$ cat src/rtl/dna_reader.sv
// Bus initiator that reads a block of 16-bit DNA words from the shared RAM port
// through the latch/ready handshake and streams them out through a small FIFO.
module dna_reader #(
  parameter int ADDR_W     = 23,
  parameter int DATA_W     = 16,
  parameter int LEN_W      = 16,
  parameter int FIFO_DEPTH = 4,
  parameter int TIMEOUT    = 1023
) (
  input  logic              clk,
  input  logic              rst,
  input  logic              start,
  input  logic [ADDR_W-1:0] base_addr,
  input  logic [LEN_W-1:0]  word_count,
  output logic              busy,
  output logic              done,
  output logic              error,
  output logic [DATA_W-1:0] rd_data,
  output logic              rd_valid,
  input  logic              rd_ready,
  input  logic              ramReady,
  input  logic [DATA_W-1:0] ramBusDataOut,
  output logic [ADDR_W-1:0] ramBusAddr,
  output logic              ramLatch,
  output logic              ramInstruction
);

  localparam int PTR_W = $clog2(FIFO_DEPTH);
  localparam int CNT_W = $clog2(FIFO_DEPTH + 1);
  localparam int TO_W  = $clog2(TIMEOUT + 1);

  typedef enum logic [1:0] {S_IDLE, S_ISSUE, S_WAIT, S_DRAIN} state_t;

  state_t            r_state;
  logic [ADDR_W-1:0] r_base;
  logic [LEN_W-1:0]  r_count;
  logic [LEN_W-1:0]  r_issued;
  logic [LEN_W-1:0]  r_received;
  logic [TO_W-1:0]   r_wcnt;
  logic              r_busy;
  logic              r_done;
  logic              r_error;
  logic              r_latch;
  logic [ADDR_W-1:0] r_addr;

  logic [DATA_W-1:0] r_mem [FIFO_DEPTH];
  logic [PTR_W-1:0]  r_wptr;
  logic [PTR_W-1:0]  r_rptr;
  logic [CNT_W-1:0]  r_fcnt;

  logic              w_pop;
  logic              w_push;
  logic              w_free;
  logic              w_issue;
  logic              w_timeout;
  logic [ADDR_W-1:0] w_issue_addr;
  logic [LEN_W-1:0]  w_recv_next;

  assign rd_valid       = (r_fcnt != '0);
  assign rd_data        = rd_valid ? r_mem[r_rptr] : '0;
  assign busy           = r_busy;
  assign done           = r_done;
  assign error          = r_error;
  assign ramLatch       = r_latch;
  assign ramBusAddr     = r_addr;
  assign ramInstruction = 1'b0;

  assign w_pop        = rd_valid & rd_ready;
  // The first WAIT cycle still sees ramReady from before the controller took the strobe.
  assign w_push       = (r_state == S_WAIT) && (r_wcnt != '0) && ramReady;
  assign w_free       = (r_fcnt != CNT_W'(FIFO_DEPTH));
  assign w_issue      = (r_state == S_ISSUE) && ramReady && w_free;
  assign w_timeout    = (r_state == S_WAIT) && !w_push && (r_wcnt == TO_W'(TIMEOUT - 1));
  assign w_issue_addr = r_base + ADDR_W'(r_issued);
  assign w_recv_next  = r_received + LEN_W'(1);

  always_ff @(posedge clk) begin
    if (w_push) r_mem[r_wptr] <= ramBusDataOut;
  end

  always_ff @(posedge clk or posedge rst) begin
    if (rst) begin
      r_wptr <= '0;
      r_rptr <= '0;
      r_fcnt <= '0;
    end else if (w_timeout) begin
      r_rptr <= r_wptr;
      r_fcnt <= '0;
    end else begin
      if (w_push) r_wptr <= r_wptr + PTR_W'(1);
      if (w_pop)  r_rptr <= r_rptr + PTR_W'(1);
      case ({w_push, w_pop})
        2'b10:   r_fcnt <= r_fcnt + CNT_W'(1);
        2'b01:   r_fcnt <= r_fcnt - CNT_W'(1);
        default: r_fcnt <= r_fcnt;
      endcase
    end
  end

  always_ff @(posedge clk or posedge rst) begin
    if (rst) begin
      r_state    <= S_IDLE;
      r_base     <= '0;
      r_count    <= '0;
      r_issued   <= '0;
      r_received <= '0;
      r_wcnt     <= '0;
      r_busy     <= 1'b0;
      r_done     <= 1'b0;
      r_error    <= 1'b0;
      r_latch    <= 1'b0;
      r_addr     <= '0;
    end else begin
      r_done  <= 1'b0;
      r_latch <= 1'b0;
      r_addr  <= '0;
      case (r_state)
        S_IDLE: begin
          if (start) begin
            r_base     <= base_addr;
            r_count    <= word_count;
            r_issued   <= '0;
            r_received <= '0;
            r_error    <= 1'b0;
            if (word_count == '0) begin
              r_done <= 1'b1;
            end else begin
              r_busy  <= 1'b1;
              r_state <= S_ISSUE;
            end
          end
        end
        S_ISSUE: begin
          if (w_issue) begin
            r_latch  <= 1'b1;
            r_addr   <= w_issue_addr;
            r_issued <= r_issued + LEN_W'(1);
            r_wcnt   <= '0;
            r_state  <= S_WAIT;
          end
        end
        S_WAIT: begin
          if (w_push) begin
            r_received <= w_recv_next;
            r_state    <= (w_recv_next == r_count) ? S_DRAIN : S_ISSUE;
          end else if (w_timeout) begin
            r_error <= 1'b1;
            r_done  <= 1'b1;
            r_busy  <= 1'b0;
            r_state <= S_IDLE;
          end else begin
            r_wcnt <= r_wcnt + TO_W'(1);
          end
        end
        S_DRAIN: begin
          if (r_fcnt == '0) begin
            r_done  <= 1'b1;
            r_busy  <= 1'b0;
            r_state <= S_IDLE;
          end
        end
        default: r_state <= S_IDLE;
      endcase
    end
  end

endmodule

$ cat config.mk
export PLATFORM = sky130hd
export DESIGN_NAME = dna_reader
export DESIGN_NICKNAME = d
export VERILOG_FILES = /design/src/rtl/dna_reader.sv
export SDC_FILE = /design/constraint.sdc
export NUM_CORES = 1
export LEC_CHECK = 0
export BUFFER_PORTS_ARGS = -buffer_cell sky130_fd_sc_hd__buf_4
export CAP_MARGIN = 20
export CORE_UTILIZATION = 45
export DETAILED_ROUTE_END_ITERATION = 16
export MAX_ROUTING_LAYER = met4
export PLACE_DENSITY_LB_ADDON = 0.25
export SYNTH_ARGS = -nofsm -noshare
export SYNTH_HDL_FRONTEND = slang
export SYNTH_SLANG_ARGS = --single-unit
export TNS_END_PERCENT = 50
$ cat constraint.sdc
create_clock -name clk -period 8.44 [get_ports clk]
set_clock_uncertainty 0.2 [all_clocks]
set_input_delay 0.422 -clock clk [delete_from_list [all_inputs] [get_ports clk]]
set_output_delay 0.422 -clock clk [all_outputs]
set_load 0.01 [all_outputs]
After elaboration in Yosys (flattened, before gate mapping)
Memories as Yosys holds them, arrays and structs flattened.
Index checks and enable logic that the tools add are counted.
Widths: inputs -> output; s select.
- add/subtract/negate cells: 8
- equality and inequality tests: 17
- multiplexer cells: 44
- bitwise logic cells: 2
- reduce and logical (&&, ||, !) cells: 26
- operators by type and width (kind ; number):
    $mux 16 ; 4
    $pmux 16 s2 ; 2
    $mux 23 ; 2
    $add 16x1->16 const B ; 2
    $mux 10 ; 3
    $add 23x16->23 ; 1
    $pmux 10 s2 ; 1
    $mux 2 ; 9
    $mux 1 ; 17
    $eq 16x16->1 ; 1
    $logic_not 16->1 ; 1
    $ne 2x2->1 const B ; 8
    $add 10x1->10 const B ; 1
    $eq 10x10->1 const B ; 1
    $reduce_bool 10->1 ; 1
    $reduce_bool 3->1 ; 3
    $pmux 2 s4 ; 1
    $reduce_and 4->1 ; 2
    $reduce_bool 2->1 ; 4
    $eq 2x2->1 const B ; 3
    $logic_and 1x1->1 ; 6
    $ne 3x3->1 const B ; 2
    $pmux 1 s3 ; 2
    $pmux 3 s2 ; 1
    15 further kinds ; 19
- flip-flop bits (word level): 117
- RAM bits: 64
- input port bits: 60
- output and inout port bits: 45
- memories: 1
- memories (memory ; words ; width ; rd ports ; clocked after Yosys merged registers in ; write ports ; RTL line ; source):
    r_mem ; 4 ; 16 ; 1 ; 0 ; 1 ; 46 ; logic [DATA_W-1:0] r_mem [FIFO_DEPTH];

Logic depth before layout (Yosys ltp)
Gate-level depths: netlist of the first run.
- depth in word-level cells: 9
- gate-level depth with buffers: 11

Least setup slack after synthesis of the first run
No wires, ideal clock.
- kind: register -> register
- start point: reg r_wcnt[0]
- end point: reg r_fcnt[2]
- setup time: 0.126 ns
- arrival time: 2.591 ns
- required time: 8.114 ns
- slack: 5.523 ns
- cell stages (with the launch flop): 12
- path buffers: 1
- period minus slack after synthesis: 2.917 ns
- cells stage by stage: dfrtp_1 -> inv_1 -> ha_1 -> nor4b_1 -> a31oi_1 -> nand2_1 -> clkbuf_1 -> nand2_1 -> fa_1 -> or3_1 -> a31oi_1 -> a31oi_1
- word-level cells in the longest chain between the ends: 7
- elaborated cells between the ends (all ways): 12
- RTL lines (element ; RTL line ; source):
    from (decl) ; 39 ; logic [TO_W-1:0] r_wcnt;
    from (signal assigned) ; 152 ; r_wcnt <= r_wcnt + TO_W'(1);
    parallel branches: the longest is 7 deep, another holds $reduce_bool 10->1 ; -- ;
    to (signal assigned) ; 93 ; 2'b10: r_fcnt <= r_fcnt + CNT_W'(1);
    to (signal assigned) ; 94 ; 2'b01: r_fcnt <= r_fcnt - CNT_W'(1);
    to (signal assigned) ; 95 ; default: r_fcnt <= r_fcnt;
    to (decl) ; 49 ; logic [CNT_W-1:0] r_fcnt;
Parallel ways; which one is timed is not known.
A chain may end at the register's enable or synchronous reset.

Worst setup path in the final report of the first run
Same ends and word-level chain as after synthesis.

==> metrics.csv, run 1 <==
stage;metric;value;unit
run_status;status;completed;
clock_network;H-tree depth;4;
worst_setup_path;CP startpoint kind;flip-flop;
place;placed cells;1188;
floorplanning;Core Rows;51;
floorplanning;Die Wd;142;µm
global_route;global-route wire length before repair;32.1;mm
power_and_ir_drop;peak supply drop;0.178;mV
yosys;register bit total from synthesis;181;
timing;Setup TNS;0;ps
power_and_ir_drop;Internal Power;1.93;mW
timing;max_slew headroom;35.6;%
global_route;largest net degree at the start of global routing;62;
floorplanning;Ports;105;
clock_network;Reg clk slew, reported paths;70;ps
worst_setup_path;CP max FO;26;
clock_network;post-CTS setup buffer count;0;
floorplanning;core area;19400;µm²
timing;post-route clock period utilization;40.2;%
worst_setup_path;Arr. time, crit path;3520;ps
worst_setup_path;critical path class;reg -> reg;
finish;Final Instance Area;11000;µm²
place;I/O Buffers;103;
floorplanning;die area;20300;µm²
clock_network;maximum root-to-sink buffer count;2;
global_route;via count of the first global-routing pass;6353;
global_route;GRT Util Overall;20.9;%
yosys;synth warn;0;
place;Area after DPL;9890;µm²
yosys;Synth Net Count;938;
timing;worst-margin pin slew;941;ps
power_and_ir_drop;switch share;35.1;%
timing;min Tclk post-route;3390;ps
worst_setup_path;R2R Path End;r_fcnt[2];
yosys;sequential area share after synthesis;54.6;%
floorplanning;Die Y;142;µm
clock_network;CTS Buf Count;17;
global_route;initial antenna violation count;0;
yosys;Mapped Avg Cell Area;10.4;µm²
finish;synth-to-layout area growth;24.4;%
worst_setup_path;Reg2Reg Depth;10;
place;gpl congestion;0.856;
timing;top achievable clock speed;295;MHz
worst_setup_path;nature of the critical path endpoint;flip-flop;
yosys;Netlist cell types;56;
timing;Final Setup Violations;0;
routing;Vias;6722;
worst_setup_path;flop-to-flop setup slack;5050;ps
flow_run;MaxCap Viol Count;0;
hold_path;hold wc startpoint;word_count[5];
routing;DRT antenna net count;0;
hold_path;Worst Hold Class;in -> reg;
hold_path;Hold Path End;r_count[5];
worst_setup_path;required time of the worst setup path;8560;ps
clock_network;clk sinks;181;
floorplanning;initial core utilization;45.8;%
timing;RSZ-0062 raised after global routing;false;
power_and_ir_drop;net switching power;1.04;mW
finish;ratio of cells with drive above 1 in the final layout;16.3;%
routing;Initial DRT Pass Iterations;5;
routing;routed vias/inst;5.26;
yosys;Main synth FF type;dfrtp_1;
yosys;synthesized cell area;8880;µm²
finish;# diodes;0;
timing;final hold vios;0;
power_and_ir_drop;Pwr Total;2.98;mW
finish;Final nets;1086;
clock_network;Hold-fix buffers, CTS;55;
finish;Filler cells;1669;
global_route;total global routing overflow;0;
yosys;ys async rst share;64.6;%
finish;Layout Cells excl Fill;1277;
yosys;Synth Instances;851;
power_and_ir_drop;Comb pwr share;32.4;%
routing;post-DR wirelength/cell;15.1;µm
clock_network;Skew-Pair Late Insertion Delay;440;ps
routing;Initial DRC Count;477;
clock_network;post_cts resized;0;
worst_setup_path;r2r startpoint;r_wcnt[0];
power_and_ir_drop;sequential share of power;41.5;%
timing;Slew Viols, Final;0;
routing;drt drc;0;
power_and_ir_drop;clock share of power;26.1;%
yosys;EDFF count, synth;64;
power_and_ir_drop;pwr dens;269;nW/µm²
clock_network;CTS tree;done;
place;hpwl dp;12.3;mm
clock_network;clk root buf;clkbuf_16;
power_and_ir_drop;standby leakage power;4.84;nW
hold_path;Hold Crit Depth;3;
routing;final WL;19.2;mm
[cell families (layout without fill, tap and decap cells)]
| group | Yosys count | count (layout) | synth area share, % |
|---|---|---|---|
| simple gates | 386 | 386 | 20.5 |
| flops | 181 | 181 | 54.6 |
| compound gates | 134 | 134 | 9.29 |
| buf+inv | 55 | 216 | 2.44 |
| xor+xnor | 47 | 47 | 4.64 |
| fa+ha+maj | 27 | 27 | 3.97 |
| mux | 20 | 20 | 4.51 |
| other cells | 1 | 1 | 0.0422 |
[synth_stat cells, types with 5 or more instances]
master	instances	share of area, %
buf_2	5	0.28
o21ai_0	46	2.6
nand2b_1	8	0.56
a21oi_1	27	1.5
nand4b_1	5	0.49
nand2_1	168	7.1
xnor2_1	25	2.5
nor3_1	22	1.2
or3_1	6	0.42
o31ai_1	8	0.68
xor2_1	22	2.2
nand4_1	17	1.2
and3_1	17	1.2
nand3_1	33	1.9
dfrtp_1	117	33
a31oi_1	11	0.78
edfxtp_1	64	22
mux4_2	16	4.1
o21a_1	6	0.51
ha_1	25	3.5
clkbuf_1	28	1.2
nor4_1	9	0.63
nor2b_1	20	1.4
and2_1	7	0.49
a211oi_1	5	0.42
nor2_1	63	2.7
a21o_1	8	0.68
inv_1	18	0.76
[state kept, by name (all words and copies together), names as in the netlist]
signal / cells
busy: 1
done: 1
error: 1
r_base: 23
r_count: 16
r_fcnt: 3
r_issued: 16
r_mem: 64
r_received: 16
r_rptr: 2
r_state: 2
r_wcnt: 10
r_wptr: 2
ramBusAddr: 23
ramLatch: 1
[layer usage]
layer	global-route usage (%)	part of all wire [%]	vias up
met3	4.17	4.3	15
li1	-	-	3318
met2	31.6	46	159
met4	5.15	0.84	0
met5	-	0	-
met1	29.0	49	3230
[how the worst max path moves through the flow]
stage / slack (ps) / to / start
floorplan: 4720 / busy / rst
global placement: 5180 / r_fcnt[2] / r_wcnt[0]
detailed placement: 5060 / r_fcnt[2] / r_wcnt[0]
CTS: 5060 / r_fcnt[2] / r_wcnt[0]
global route: 4700 / r_fcnt[2] / r_wcnt[0]
finish: 5050 / r_fcnt[2] / r_wcnt[0]
[power by group through the flow]
stage	clock, mW	combinational [mW]	sequential [mW]
after global placement	0	0.907	1.26
after detailed placement	0	0.920	1.26
after global routing	0.827	1.09	1.26
after CTS	0.795	0.947	1.25
final	0.778	0.965	1.23
after floorplan	0	0.672	1.19
[critical path: stages, from the launching register on]
cell and delay, ps:
dfrtp_1 400, inv_1 130, ha_1 170, nor4b_1 230, a31oi_1 250, nand2_1 680, nand2_1 140, fa_1 440
or3_1 410, a31oi_1 180, a31oi_1 60
[cell type report]
cell class / instances / area [µm²] / area share (%)
clock inverters: 15 / 159 / 1.44
repair buffers: 166 / 1390 / 12.6
clock buffers: 17 / 425 / 3.85
inverters: 18 / 70.1 / 0.634
multi-input cells: 615 / 3820 / 34.6
flip-flops and latches: 181 / 4850 / 43.9
well taps: 265 / 332 / 3.00
[metrics by stage]
step	setup WS, ps	util, %	hold WS (ps)
after CTS	5060	56.8	3.03
after global placement	5180	51.0	268
after floorplan	4720	-	252
final	5050	57.0	26.8
after global routing	4700	57.0	17.4
after detailed placement	5060	51.0	276
[placed cells by master, fill, tap and decap left out, types with 20 or more instances in the layout]
cell           Yosys  routed
a21oi_1           27      27
buf_4              1     109
dfrtp_1          117     117
dlygate4sd3_1      0      55
edfxtp_1          64      64
ha_1              25      25
nand2_1          168     168
nand3_1           33      33
nor2_1            63      63
nor2b_1           20      20
nor3_1            22      20
o21ai_0           46      46
xnor2_1           25      25
xor2_1            22      22
No activity file was read; power rests on OpenSTA's default activity.
==> run 2: changes to the inputs <==
==> constraint.sdc (replaced) <==
create_clock -name clk -period 3 [get_ports clk]
set_clock_uncertainty 0.2 [all_clocks]
set_input_delay 0.15 -clock clk [delete_from_list [all_inputs] [get_ports clk]]
set_output_delay 0.15 -clock clk [all_outputs]
set_load 0.01 [all_outputs]
==> metrics.csv, run 2 (synthesized netlist as in run 1, its figures left out) <==
stage;metric;value;unit
clock_network;Skew-Pair Late Insertion Delay;440;ps
power_and_ir_drop;peak supply drop;0.465;mV
timing;Final Setup Violations;0;
floorplanning;Die Y;142;µm
flow_run;MaxCap Viol Count;0;
routing;drt drc;0;
routing;Vias;6760;
finish;commonest non-fill, non-tap cell in the layout;nand2_1;
floorplanning;Ports;105;
place;I/O Buffers;103;
routing;final WL;19.7;mm
finish;Biggest register;r_mem;
floorplanning;die area;20300;µm²
finish;synth-to-layout area growth;26.9;%
place;gpl congestion;0.863;
place;Post-Place Setup Slack;264;ps
routing;Initial DRC Count;400;
finish;Layout Cells excl Fill;1300;
routing;Initial DRT Pass Iterations;4;
power_and_ir_drop;pwr dens;756;nW/µm²
run_status;status;completed;
timing;post-route clock period utilization;92.8;%
floorplanning;Core Rows;51;
finish;fin util;58.1;%
timing;RSZ-0062 raised after global routing;false;
worst_setup_path;Critical path buffers and inverters;0;
timing;Setup TNS;0;ps
hold_path;Worst Hold Class;in -> async;
timing;max_slew headroom;48.7;%
global_route;initial antenna violation count;0;
global_route;via count of the first global-routing pass;6472;
worst_setup_path;CP max stage delay;420;ps
clock_network;post-CTS setup buffer count;0;
floorplanning;Die Wd;142;µm
timing;final hold vios;0;
worst_setup_path;Arr. time, crit path;2940;ps
finish;most frequent cells in the layout;nand2_1 (168), buf_4 (129), dfrtp_1 (117), edfxtp_1 (64), nor2_1 (63);
clock_network;Reg clk slew, reported paths;80;ps
finish;ratio of cells with drive above 1 in the final layout;17.9;%
timing;worst-margin pin slew;770;ps
clock_network;CTS tree;done;
global_route;GRT Util Overall;21.0;%
worst_setup_path;critical path class;reg -> reg;
worst_setup_path;required time of the worst setup path;3150;ps
routing;routed vias/inst;5.20;
worst_setup_path;CP max FO;8;
clock_network;clk sinks;181;
worst_setup_path;Crit path depth;8;
finish;# diodes;0;
finish;max FFs per register;64;
global_route;total global routing overflow;0;
clock_network;H-tree depth;4;
place;placed cells;1210;
power_and_ir_drop;Pwr Total;8.52;mW
floorplanning;initial core utilization;45.8;%
routing;DRT antenna net count;0;
routing;post-DR wirelength/cell;15.1;µm
timing;Slew Viols, Final;0;
clock_network;CTS Buf Count;17;
clock_network;maximum root-to-sink buffer count;2;
worst_setup_path;nature of the critical path endpoint;flip-flop;
power_and_ir_drop;standby leakage power;4.97;nW
global_route;largest net degree at the start of global routing;67;
finish;Final nets;1109;
floorplanning;core area;19400;µm²
clock_network;clk root buf;clkbuf_16;
worst_setup_path;CP max stage cell;fa_1;
timing;worst setup margin;216;ps
worst_setup_path;CP startpoint kind;flip-flop;
global_route;global-route wire length before repair;32.3;mm
timing;min Tclk post-route;2780;ps
worst_setup_path;CP Cell Sequence;ha_1, fa_1, a211oi_1, o21ai_0, nand4b_1, nand3b_1, and3_1, nor3_1;
worst_setup_path;Reg2Reg Depth;8;
place;hpwl dp;13.0;mm
worst_setup_path;Top delay family on crit path;simple AND/OR/NAND/NOR gates;
timing;top achievable clock speed;359;MHz
run 2: changes by cell type in the layout (fill, tap and decap cells not counted), sizes merged:
cell / change
buf: +20
clkinv: +1
dlygate4sd3: +3
inv: -1
run 2: path summary, 6_finish.rpt:
path,slack [ps],to,start
min,130,r_base[19],rst
min in group clk,130,r_fcnt[2],rd_ready
max,220,ramBusAddr[16],r_base[0]
max in group asynchronous,1730,ramBusAddr[10],rst
max reg2reg,220,ramBusAddr[16],r_base[0]
min reg2reg,290,r_base[14],r_base[14]
run 2: power breakdown:
group | internal [mW] | switching [mW]
logic | 1.37 | 1.48
clock network | 1.13 | 1.10
registers | 3.02 | 0.412
total | 5.52 | 3.00
run 2: worst reg2reg max path, stage by stage (launching register included):
cell and delay [ps]:
dfrtp_1 390, ha_1 240, fa_1 420, a211oi_1 340, o21ai_0 200, nand4b_1 220
nand3b_1 270, and3_1 280, nor3_1 150
run 2: area by class of cell:
class / instances / area [µm²]
multi-input combinational: 615 / 3820
inverter: 18 / 71.3
timing repair buffer: 189 / 1590
clock buffer: 17 / 425
sequential: 181 / 4850
tap: 265 / 332
clock inverter: 15 / 174
fill: 1663 / 8130
run 2: what timing repair did:
item,4_1_cts,5_1_grt
hold buffers,58,0
endpoints found under the hold margin,128,0
gates resized for setup,0,0
run 2: metrics by stage:
stage / cell area, µm² / hold WS [ps]
floorplan: 8880 / 48.9
global placement: 10100 / 48.3
detailed placement: 10100 / 61.3
CTS: 11300 / 95.6
global route: 11300 / 154
finish: 11300 / 130
run 2: routing by layer:
metal	global-route usage, %	part of all wire (%)	wire length, µm	up-vias
met5	-	0	0	-
met4	5.60	0.94	185	0
met3	3.60	3.1	600	16
met2	32.1	47	9240	125
met1	29.0	49	9650	3245
li1	-	-	-	3374
